--- config.mk ---
export PLATFORM = sky130hd
export DESIGN_NAME = burst_reader_flat
export DESIGN_NICKNAME = d
export VERILOG_FILES = /design/src/rtl/burst_reader_pkg.sv /design/src/rtl/burst_reader_if.sv /design/src/rtl/burst_reader_word_fifo2.sv /design/src/rtl/burst_reader.sv /design/src/flat_wrapper.sv
export SDC_FILE = /design/constraint.sdc
export NUM_CORES = 1
export LEC_CHECK = 0
export ABC_CLOCK_PERIOD_IN_PS = 4000
export CAP_MARGIN = 20
export CORE_ASPECT_RATIO = 1.5
export CORE_MARGIN = 2
export CORE_UTILIZATION = 64
export DETAILED_ROUTE_END_ITERATION = 8
export DONT_BUFFER_PORTS = 1
export PLACE_DENSITY = 0.87
export SETUP_SLACK_MARGIN = 0.05
export SKIP_LAST_GASP = 1
export SLEW_MARGIN = 10
export SYNTH_ARGS = -nofsm -noshare
export SYNTH_HDL_FRONTEND = slang
export SYNTH_SLANG_ARGS = --single-unit
--- constraint.sdc ---
create_clock -name clock -period 4 [get_ports clock]
set_clock_uncertainty 0.05 [all_clocks]
set_input_delay 0.4 -clock clock [delete_from_list [all_inputs] [get_ports clock]]
set_output_delay 0.4 -clock clock [all_outputs]
set_load 0.02 [all_outputs]
--- src/rtl/burst_reader_pkg.sv ---
`default_nettype none
// ============================================================================
// Module      : burst_reader_pkg
// Description : Shared widths and FSM state encoding for the burst reader.
// Revision    : 1.0 - initial release
// ============================================================================
package burst_reader_pkg;

    localparam int BR_M = 8;   // word width, equal to the memory cell width
    localparam int BR_K = 11;  // address width
    localparam int BR_L = 8;   // request length width

    typedef enum logic [1:0] {
        ST_IDLE  = 2'd0,
        ST_FETCH = 2'd1,
        ST_DRAIN = 2'd2,
        ST_DONE  = 2'd3
    } state_t;

endpackage
`default_nettype wire

--- src/rtl/burst_reader_if.sv ---
`default_nettype none
// ============================================================================
// Module      : burst_reader_if
// Description : Memory port and output stream of the burst reader.
// Revision    : 1.0 - initial release
// ============================================================================
interface burst_reader_if
    import burst_reader_pkg::*;
#(
    parameter int M = BR_M,
    parameter int K = BR_K
);
    logic [K-1:0]   mem_A;
    logic           mem_WE;
    logic [M-1:0]   mem_WD;
    logic [M-1:0]   mem_RA;
    logic [2*M-1:0] mem_RAdouble;
    logic [M-1:0]   out_data;
    logic           out_valid;
    logic           out_ready;

    modport master (
        output mem_A, mem_WE, mem_WD, out_data, out_valid,
        input  mem_RA, mem_RAdouble, out_ready
    );

    modport slave (
        input  mem_A, mem_WE, mem_WD, out_data, out_valid,
        output mem_RA, mem_RAdouble, out_ready
    );
endinterface
`default_nettype wire

--- src/rtl/burst_reader_word_fifo2.sv ---
`default_nettype none
// ============================================================================
// Module      : word_fifo2
// Description : Two-entry word buffer accepting one or two words per edge.
// Revision    : 1.0 - initial release
// ============================================================================
module word_fifo2 #(
    parameter int M = 8
) (
    input  wire logic         clock,
    input  wire logic         reset,
    input  wire logic         push1_i,
    input  wire logic         push2_i,
    input  wire logic [M-1:0] wd0_i,
    input  wire logic [M-1:0] wd1_i,
    input  wire logic         pop_i,
    output logic      [1:0]   count_o,
    output logic      [M-1:0] head_o
);
    logic [M-1:0] slot0_q, slot0_d;
    logic [M-1:0] slot1_q, slot1_d;
    logic [1:0]   count_q, count_d;

    // Pop is applied first so a push sees the slot it frees; push2 is only
    // issued against an empty (post-pop) buffer.
    always_comb begin
        slot0_d = slot0_q;
        slot1_d = slot1_q;
        count_d = count_q;
        if (pop_i && (count_q != 2'd0)) begin
            slot0_d = slot1_q;
            count_d = count_q - 2'd1;
        end
        if (push2_i) begin
            slot0_d = wd0_i;
            slot1_d = wd1_i;
            count_d = 2'd2;
        end else if (push1_i) begin
            if (count_d == 2'd0) slot0_d = wd0_i;
            else                 slot1_d = wd0_i;
            count_d = count_d + 2'd1;
        end
    end

    always_ff @(posedge clock or posedge reset) begin
        if (reset) begin
            slot0_q <= '0;
            slot1_q <= '0;
            count_q <= 2'd0;
        end else begin
            slot0_q <= slot0_d;
            slot1_q <= slot1_d;
            count_q <= count_d;
        end
    end

    assign count_o = count_q;
    assign head_o  = slot0_q;
endmodule
`default_nettype wire

--- src/rtl/burst_reader.sv ---
`default_nettype none
// ============================================================================
// Module      : burst_reader
// Description : Sequential read engine using double-word fetches when aligned.
// Revision    : 1.0 - initial release
// ============================================================================
module burst_reader
    import burst_reader_pkg::*;
#(
    parameter int M = BR_M,
    parameter int K = BR_K,
    parameter int L = BR_L
) (
    input  wire logic         clock,
    input  wire logic         reset,
    input  wire logic         start_i,
    input  wire logic [K-1:0] base_i,
    input  wire logic [L-1:0] len_i,
    output logic              busy_o,
    output logic              done_o,
    burst_reader_if.master    bus
);
    state_t       state_q, state_d;
    logic [K-1:0] addr_q, addr_d;
    logic [L-1:0] rem_q, rem_d;

    logic         w_pop;
    logic         w_push1;
    logic         w_push2;
    logic [1:0]   w_count;
    logic [1:0]   w_count_free;
    logic [M-1:0] w_head;
    logic [M-1:0] w_wd0;

    assign w_pop        = (w_count != 2'd0) && bus.out_ready;
    assign w_count_free = w_count - {1'b0, w_pop};

    always_comb begin
        state_d = state_q;
        addr_d  = addr_q;
        rem_d   = rem_q;
        w_push1 = 1'b0;
        w_push2 = 1'b0;
        case (state_q)
            ST_IDLE: begin
                if (start_i) begin
                    rem_d = len_i;
                    // Empty request passes through DRAIN (buffer already
                    // empty) to give one busy cycle ahead of the done pulse.
                    if (len_i == '0) begin
                        state_d = ST_DRAIN;
                    end else begin
                        addr_d  = base_i;
                        state_d = ST_FETCH;
                    end
                end
            end
            ST_FETCH: begin
                if (!addr_q[0] && (rem_q >= L'(2)) && (w_count_free == 2'd0)) begin
                    w_push2 = 1'b1;
                    addr_d  = addr_q + K'(2);
                    rem_d   = rem_q - L'(2);
                end else if ((addr_q[0] || (rem_q == L'(1))) && (w_count_free <= 2'd1)) begin
                    w_push1 = 1'b1;
                    addr_d  = addr_q + K'(1);
                    rem_d   = rem_q - L'(1);
                end
                if (rem_d == '0) state_d = ST_DRAIN;
            end
            ST_DRAIN: begin
                if (w_count_free == 2'd0) state_d = ST_DONE;
            end
            ST_DONE:  state_d = ST_IDLE;
            default:  state_d = ST_IDLE;
        endcase
    end

    always_ff @(posedge clock or posedge reset) begin
        if (reset) begin
            state_q <= ST_IDLE;
            addr_q  <= '0;
            rem_q   <= '0;
        end else begin
            state_q <= state_d;
            addr_q  <= addr_d;
            rem_q   <= rem_d;
        end
    end

    assign w_wd0 = w_push2 ? bus.mem_RAdouble[2*M-1:M] : bus.mem_RA;

    word_fifo2 #(.M(M)) u_fifo (
        .clock   (clock),
        .reset   (reset),
        .push1_i (w_push1),
        .push2_i (w_push2),
        .wd0_i   (w_wd0),
        .wd1_i   (bus.mem_RAdouble[M-1:0]),
        .pop_i   (w_pop),
        .count_o (w_count),
        .head_o  (w_head)
    );

    assign busy_o        = (state_q != ST_IDLE);
    assign done_o        = (state_q == ST_DONE);
    assign bus.mem_A     = addr_q;
    assign bus.mem_WE    = 1'b0;
    assign bus.mem_WD    = '0;
    assign bus.out_valid = (w_count != 2'd0);
    assign bus.out_data  = w_head;
endmodule
`default_nettype wire

--- src/flat_wrapper.sv ---
// flat-port wrapper written by rule: the top's interface ports become plain ports
module burst_reader_flat import burst_reader_pkg::*;
#(
    parameter int M = BR_M,
    parameter int K = BR_K,
    parameter int L = BR_L
)
  (clock, reset, start_i, base_i, len_i, busy_o, done_o, bus_mem_A, bus_mem_WE, bus_mem_WD, bus_out_data, bus_out_valid, bus_mem_RA, bus_mem_RAdouble, bus_out_ready);
  burst_reader_if #(.M(M), .K(K)) bus_i ();
  input  wire logic clock;
  input  wire logic reset;
  input  wire logic start_i;
  input  wire logic [K-1:0] base_i;
  input  wire logic [L-1:0] len_i;
  output logic busy_o;
  output logic done_o;
  output wire logic [$bits(bus_i.mem_A)-1:0] bus_mem_A;
  output wire logic [$bits(bus_i.mem_WE)-1:0] bus_mem_WE;
  output wire logic [$bits(bus_i.mem_WD)-1:0] bus_mem_WD;
  output wire logic [$bits(bus_i.out_data)-1:0] bus_out_data;
  output wire logic [$bits(bus_i.out_valid)-1:0] bus_out_valid;
  input wire logic [$bits(bus_i.mem_RA)-1:0] bus_mem_RA;
  input wire logic [$bits(bus_i.mem_RAdouble)-1:0] bus_mem_RAdouble;
  input wire logic [$bits(bus_i.out_ready)-1:0] bus_out_ready;
  assign bus_mem_A = bus_i.mem_A;
  assign bus_mem_WE = bus_i.mem_WE;
  assign bus_mem_WD = bus_i.mem_WD;
  assign bus_out_data = bus_i.out_data;
  assign bus_out_valid = bus_i.out_valid;
  assign bus_i.mem_RA = bus_mem_RA;
  assign bus_i.mem_RAdouble = bus_mem_RAdouble;
  assign bus_i.out_ready = bus_out_ready;
  burst_reader #(.M(M), .K(K), .L(L)) u_core (.clock(clock), .reset(reset), .start_i(start_i), .base_i(base_i), .len_i(len_i), .busy_o(busy_o), .done_o(done_o), .bus(bus_i));
endmodule
==> results.txt <==
- Final Setup Violations: 0
- Hold Path Class: in2async
* Final Instance Area: approximately 3000 um2
- Post-Place Worst Slack: ~0.52 ns
- During I/O placement, the number of pins put on the boundary was approximately 80.
- The synthesized-area fraction occupied by ao, oa, aoi and oai cells was 0.2500.
- Entering global routing, the biggest net connects 40 pins.
- Commonest non-fill, non-tap cell in the layout: sky130_fd_sc_hd__dfrtp_1
- Cells after Synth: 329
- The setup path with the least slack is of type reg2reg.
- Synthesis-stage register bit count: 39
* Height of the die: between 80 and 90 um
- The portion of synthesized area spent on multiplexers is 0.08480.
- Dominant cell type by count on the critical path: sky130_fd_sc_hd__ha_1
* Netlist area before placement: ~2800 um2
- For this design the static power due to leakage is approximately 0.0013 uW.
- Of the total power, the share spent switching nets is 0.4935.
- Post-synthesis xor/xnor area fraction: 0.01538
- Measured along the x axis, the die boundary spans slightly below 60 um.
- Final core utilization: 0.7017
- The largest individual stage delay along the critical path comes from the cell sky130_fd_sc_hd__o211a_1.
- Cts-stage hold buffer count: 0
- Counting flops with an async set or reset pin after synthesis yields a share of 1.000.
- The share of total power dissipated in combinational logic is 0.524.
- Final hold viol count: 0
* Number of max-cap violations: 0
* H-tree depth reported by CTS: 2
- Of the total synthesized cell area, the portion taken by full adders, half adders and majority gates is 0.06151.
- Summed over all failing endpoints, the final setup total negative slack is 0 ns.
- The number of global-route vias before repair was between 2000 and 2500.
* Max Fclk: ~300 MHz
- Drt wl/cell: about 18 um
- Setup slack closes at just over 0.6 ns.
- Buffers from clock root to sink, at most: 2
- The first detailed-routing pass ran for 7 iterations.
- Fill cell count: approximately 330
* Cell-by-cell trace of the critical path: inv_1, ha_1, nor2b_1, ha_1, xnor2_2, o211a_1, a211oi_1, nor4_1, mux2_2, a21oi_1
* Peak ir drop on the vdd network: roughly 0.64 mV
* Number of DRC markers after the initial detailed-route iteration: about 110
- Main combinational cell family by area after synthesis: compound AO/OA/AOI/OAI gates
- Internal power: 1468 uW
* Most instantiated flip-flop cell in the synthesis netlist: sky130_fd_sc_hd__dfrtp_1
- Port Buffer Count: 0
- The repair_antennas step left the layout with diodes totalling 0.
* Category of the worst setup path capture point: flop
- At the later pin of the worst-skew pair, clock insertion delay measures about 0.29 ns.
* Antenna violations before repair: 0
* Post-detailed-placement cell area: approximately 2800 um2
- The biggest area contributor in the post-synthesis netlist is sky130_fd_sc_hd__dfrtp_1.
* Clock sinks: 39
- In this run the post-CTS setup repair buffer count came out at 0.
* Most used cells in the layout excluding fill and tap cells: 39 x sky130_fd_sc_hd__dfrtp_1, 35 x sky130_fd_sc_hd__nand2_1, 25 x sky130_fd_sc_hd__o21ai_0
* Largest cells by area after synthesis: sky130_fd_sc_hd__dfrtp_1 34%, sky130_fd_sc_hd__ha_1 6.2%, sky130_fd_sc_hd__mux2i_1 4.9%
* Synthesized-area fraction occupied by and/or/nand/nor cells: 0.1656
* Floorplan die area: ~5000 um2
- Post-detailed-routing wire length: 6896 um
- Number of remaining DRC errors: 0
- Routability congestion estimate from global placement: around 0.9
- Clock network fraction of design power: 0.135
- Remaining antenna violation count after routing: 0
- Setup repair after global routing left no endpoint under its margin.
* Largest fanout of any net on the critical path: 18
- For this run, the post-layout net count is ~390.
- Unique cell type count in the Yosys netlist: between 50 and 60
- For the worst setup path, the data arrival time is around 3.5 ns.
* Share of the clock period used by the worst path: 0.8461
* Clock tree from TritonCTS: done
* Root buffer cell: sky130_fd_sc_hd__clkbuf_8
- Net Switching: around 1400 uW
* All-Layer GR Usage: 0.2796
* Worst max-slew margin expressed relative to the limit: 0.4740
* Synth top area share: 0.3427
- Critical register-to-register path endpoint: u_core.bus.mem_A[4]$_DFFE_PP0P_
- Largest stage delay on the critical path: 0.63 ns
- In this run the core area contains 29 standard-cell rows.
- Placeable core region: between 4000 and 5000 um2
- Dividing the synthesized area by the synthesized cell count gives a little under 9 um2.
- The max-slew violation count was 0.
- In this run the critical register-to-register path is launched from u_core.u_fifo.count_o[1]$_DFF_PP0_.
* Sequential fraction of design power: 0.341
- Number of flops mapped to enable cells by yosys: 0
- Number of cell instances on the worst register-to-register path: 10
* Total clock buffers created by CTS: 5
- Element type at the critical path start: flop
- Vias post-DR: 2500
* Required time of the critical path: between 4 and 5 ns
* Congestion Overflow GR: 0
- Fraction of final layout cells sized beyond drive strength 1: 0.09174
- Worst Tran Pin Value: 0.7853 ns
* Via-to-Cell Ratio: around 6.7
- For this run, the number of Yosys warnings is 0.
* Power density of the placed cells: 972.5 nW/um2
- Detailed placement finished with a half-perimeter wire length of 4986 um.
* Register clock-pin slew on the reported worst setup and hold paths: ~0.080 ns
- The first global-routing pass estimated roughly 11000 um of wire.
- Synth-to-Final Area Change: 4.613%
- For this configuration, the core starts out at a cell density of 0.6708.
- Of the synthesized area, sequential elements account for 0.3427.
- The flow ran to the end, and the final reports show no timing, DRC or antenna violations.
- In this run, post-CTS repair resized a total of 0 instances.
* Min Tclk post-route: approximately 3.4 ns
- Internal reg-to-reg setup slack: approximately 0.6 ns
[power groups by stage]
stage | sequential, uW | clock [uW] | combinational, uW
2_1_floorplan | 884 | 0 | 1280
3_3_place_gp | 968 | 0 | 1440
3_5_place_dp | 978 | 0 | 1490
4_1_cts | 972 | 397 | 1500
5_1_grt | 1010 | 407 | 1690
6_report | 987 | 392 | 1520
[worst max path at each step]
stage                                                  start                         endpoint  slack (ns)  depth (start not counted)
after floorplan           u_core.u_fifo.count_o[1]$_DFF_PP0_    u_core.state_q[0]$_DFFE_PP0P_        0.90                         12
after global placement    u_core.u_fifo.count_o[1]$_DFF_PP0_  u_core.bus.mem_A[4]$_DFFE_PP0P_        0.65                         10
after detailed placement  u_core.u_fifo.count_o[1]$_DFF_PP0_  u_core.bus.mem_A[4]$_DFFE_PP0P_        0.52                         10
after CTS                 u_core.u_fifo.count_o[1]$_DFF_PP0_  u_core.bus.mem_A[4]$_DFFE_PP0P_        0.50                         10
after global routing      u_core.u_fifo.count_o[1]$_DFF_PP0_  u_core.bus.mem_A[8]$_DFFE_PP0P_        0.36                         10
final                     u_core.u_fifo.count_o[1]$_DFF_PP0_  u_core.bus.mem_A[4]$_DFFE_PP0P_        0.62                         10
[Yosys cell counts, types with 4 or more instances]
cell type / n
sky130_fd_sc_hd__buf_4: 9
sky130_fd_sc_hd__nand4_1: 4
sky130_fd_sc_hd__ha_1: 14
sky130_fd_sc_hd__nand3_1: 7
sky130_fd_sc_hd__nor3_1: 8
sky130_fd_sc_hd__o21ai_0: 25
sky130_fd_sc_hd__clkbuf_1: 11
sky130_fd_sc_hd__a22oi_1: 7
sky130_fd_sc_hd__nand2_1: 35
sky130_fd_sc_hd__xnor2_1: 4
sky130_fd_sc_hd__nor2_1: 18
sky130_fd_sc_hd__mux2_2: 9
sky130_fd_sc_hd__o22ai_1: 14
sky130_fd_sc_hd__a21oi_1: 21
sky130_fd_sc_hd__mux2i_1: 14
sky130_fd_sc_hd__nor4_1: 5
sky130_fd_sc_hd__inv_1: 22
sky130_fd_sc_hd__dfrtp_1: 39
sky130_fd_sc_hd__a31oi_1: 6
[through the flow]
step	hold slack, ns	power, uW	std cells
after CTS	0.07117	2871	373
after detailed placement	0.3907	2472	365
after floorplan	0.4365	2159	337
after global routing	0.09726	3109	373
after global placement	0.3896	2409	365
final	0.04792	2897	373
[metal layers]
| layer | share of wire | global-route usage | wire length, um |
|---|---|---|---|
| met5 | 0 | 0 | 0 |
| met4 | 0.022 | 0.08668 | 152 |
| met1 | 0.38 | 0.3356 | 2645 |
| met3 | 0.070 | 0.04374 | 485 |
| met2 | 0.52 | 0.5005 | 3614 |
[sequential cells by signal, summed over array words and instances, names as in the netlist]
name / flops
u_core.u_fifo.head_o: 8
u_core.u_fifo.slot1_q: 8
u_core.state_q: 2
u_core.bus.mem_A: 11
u_core.rem_q: 8
u_core.u_fifo.count_o: 2
[cells by family (layout without fill, tap and decap cells)]
kind of cell,after synthesis,in the layout
AND/OR/NAND/NOR,94,94
XOR/XNOR,5,5
flip-flops,39,39
multiplexers,23,23
other,1,9
AO/OA/AOI/OAI,107,107
buffers and inverters,46,36
adder cells (fa/ha/maj),14,14
[final cells by class]
cell class	count	area, um2	share of cell area
clock inverters	2	60.06	0.02016
multi-input cells	252	1685	0.5657
inverters	22	82.58	0.02772
clock buffers	6	72.57	0.02436
well taps	46	57.56	0.01932
flip-flops and latches	39	975.9	0.3276
repair buffers	6	45.04	0.01512
[critical path, delay by kind of cell, from the launching register on]
family / cells / cell delay [ns]
flip-flops: 1 / 0.45
buffers and inverters: 1 / 0.08
multiplexers: 1 / 0.25
AO/OA/AOI/OAI: 3 / 0.89
AND/OR/NAND/NOR: 2 / 0.63
XOR/XNOR: 1 / 0.51
adder cells (fa/ha/maj): 2 / 0.40
No activity file was read; power rests on OpenSTA's default activity.
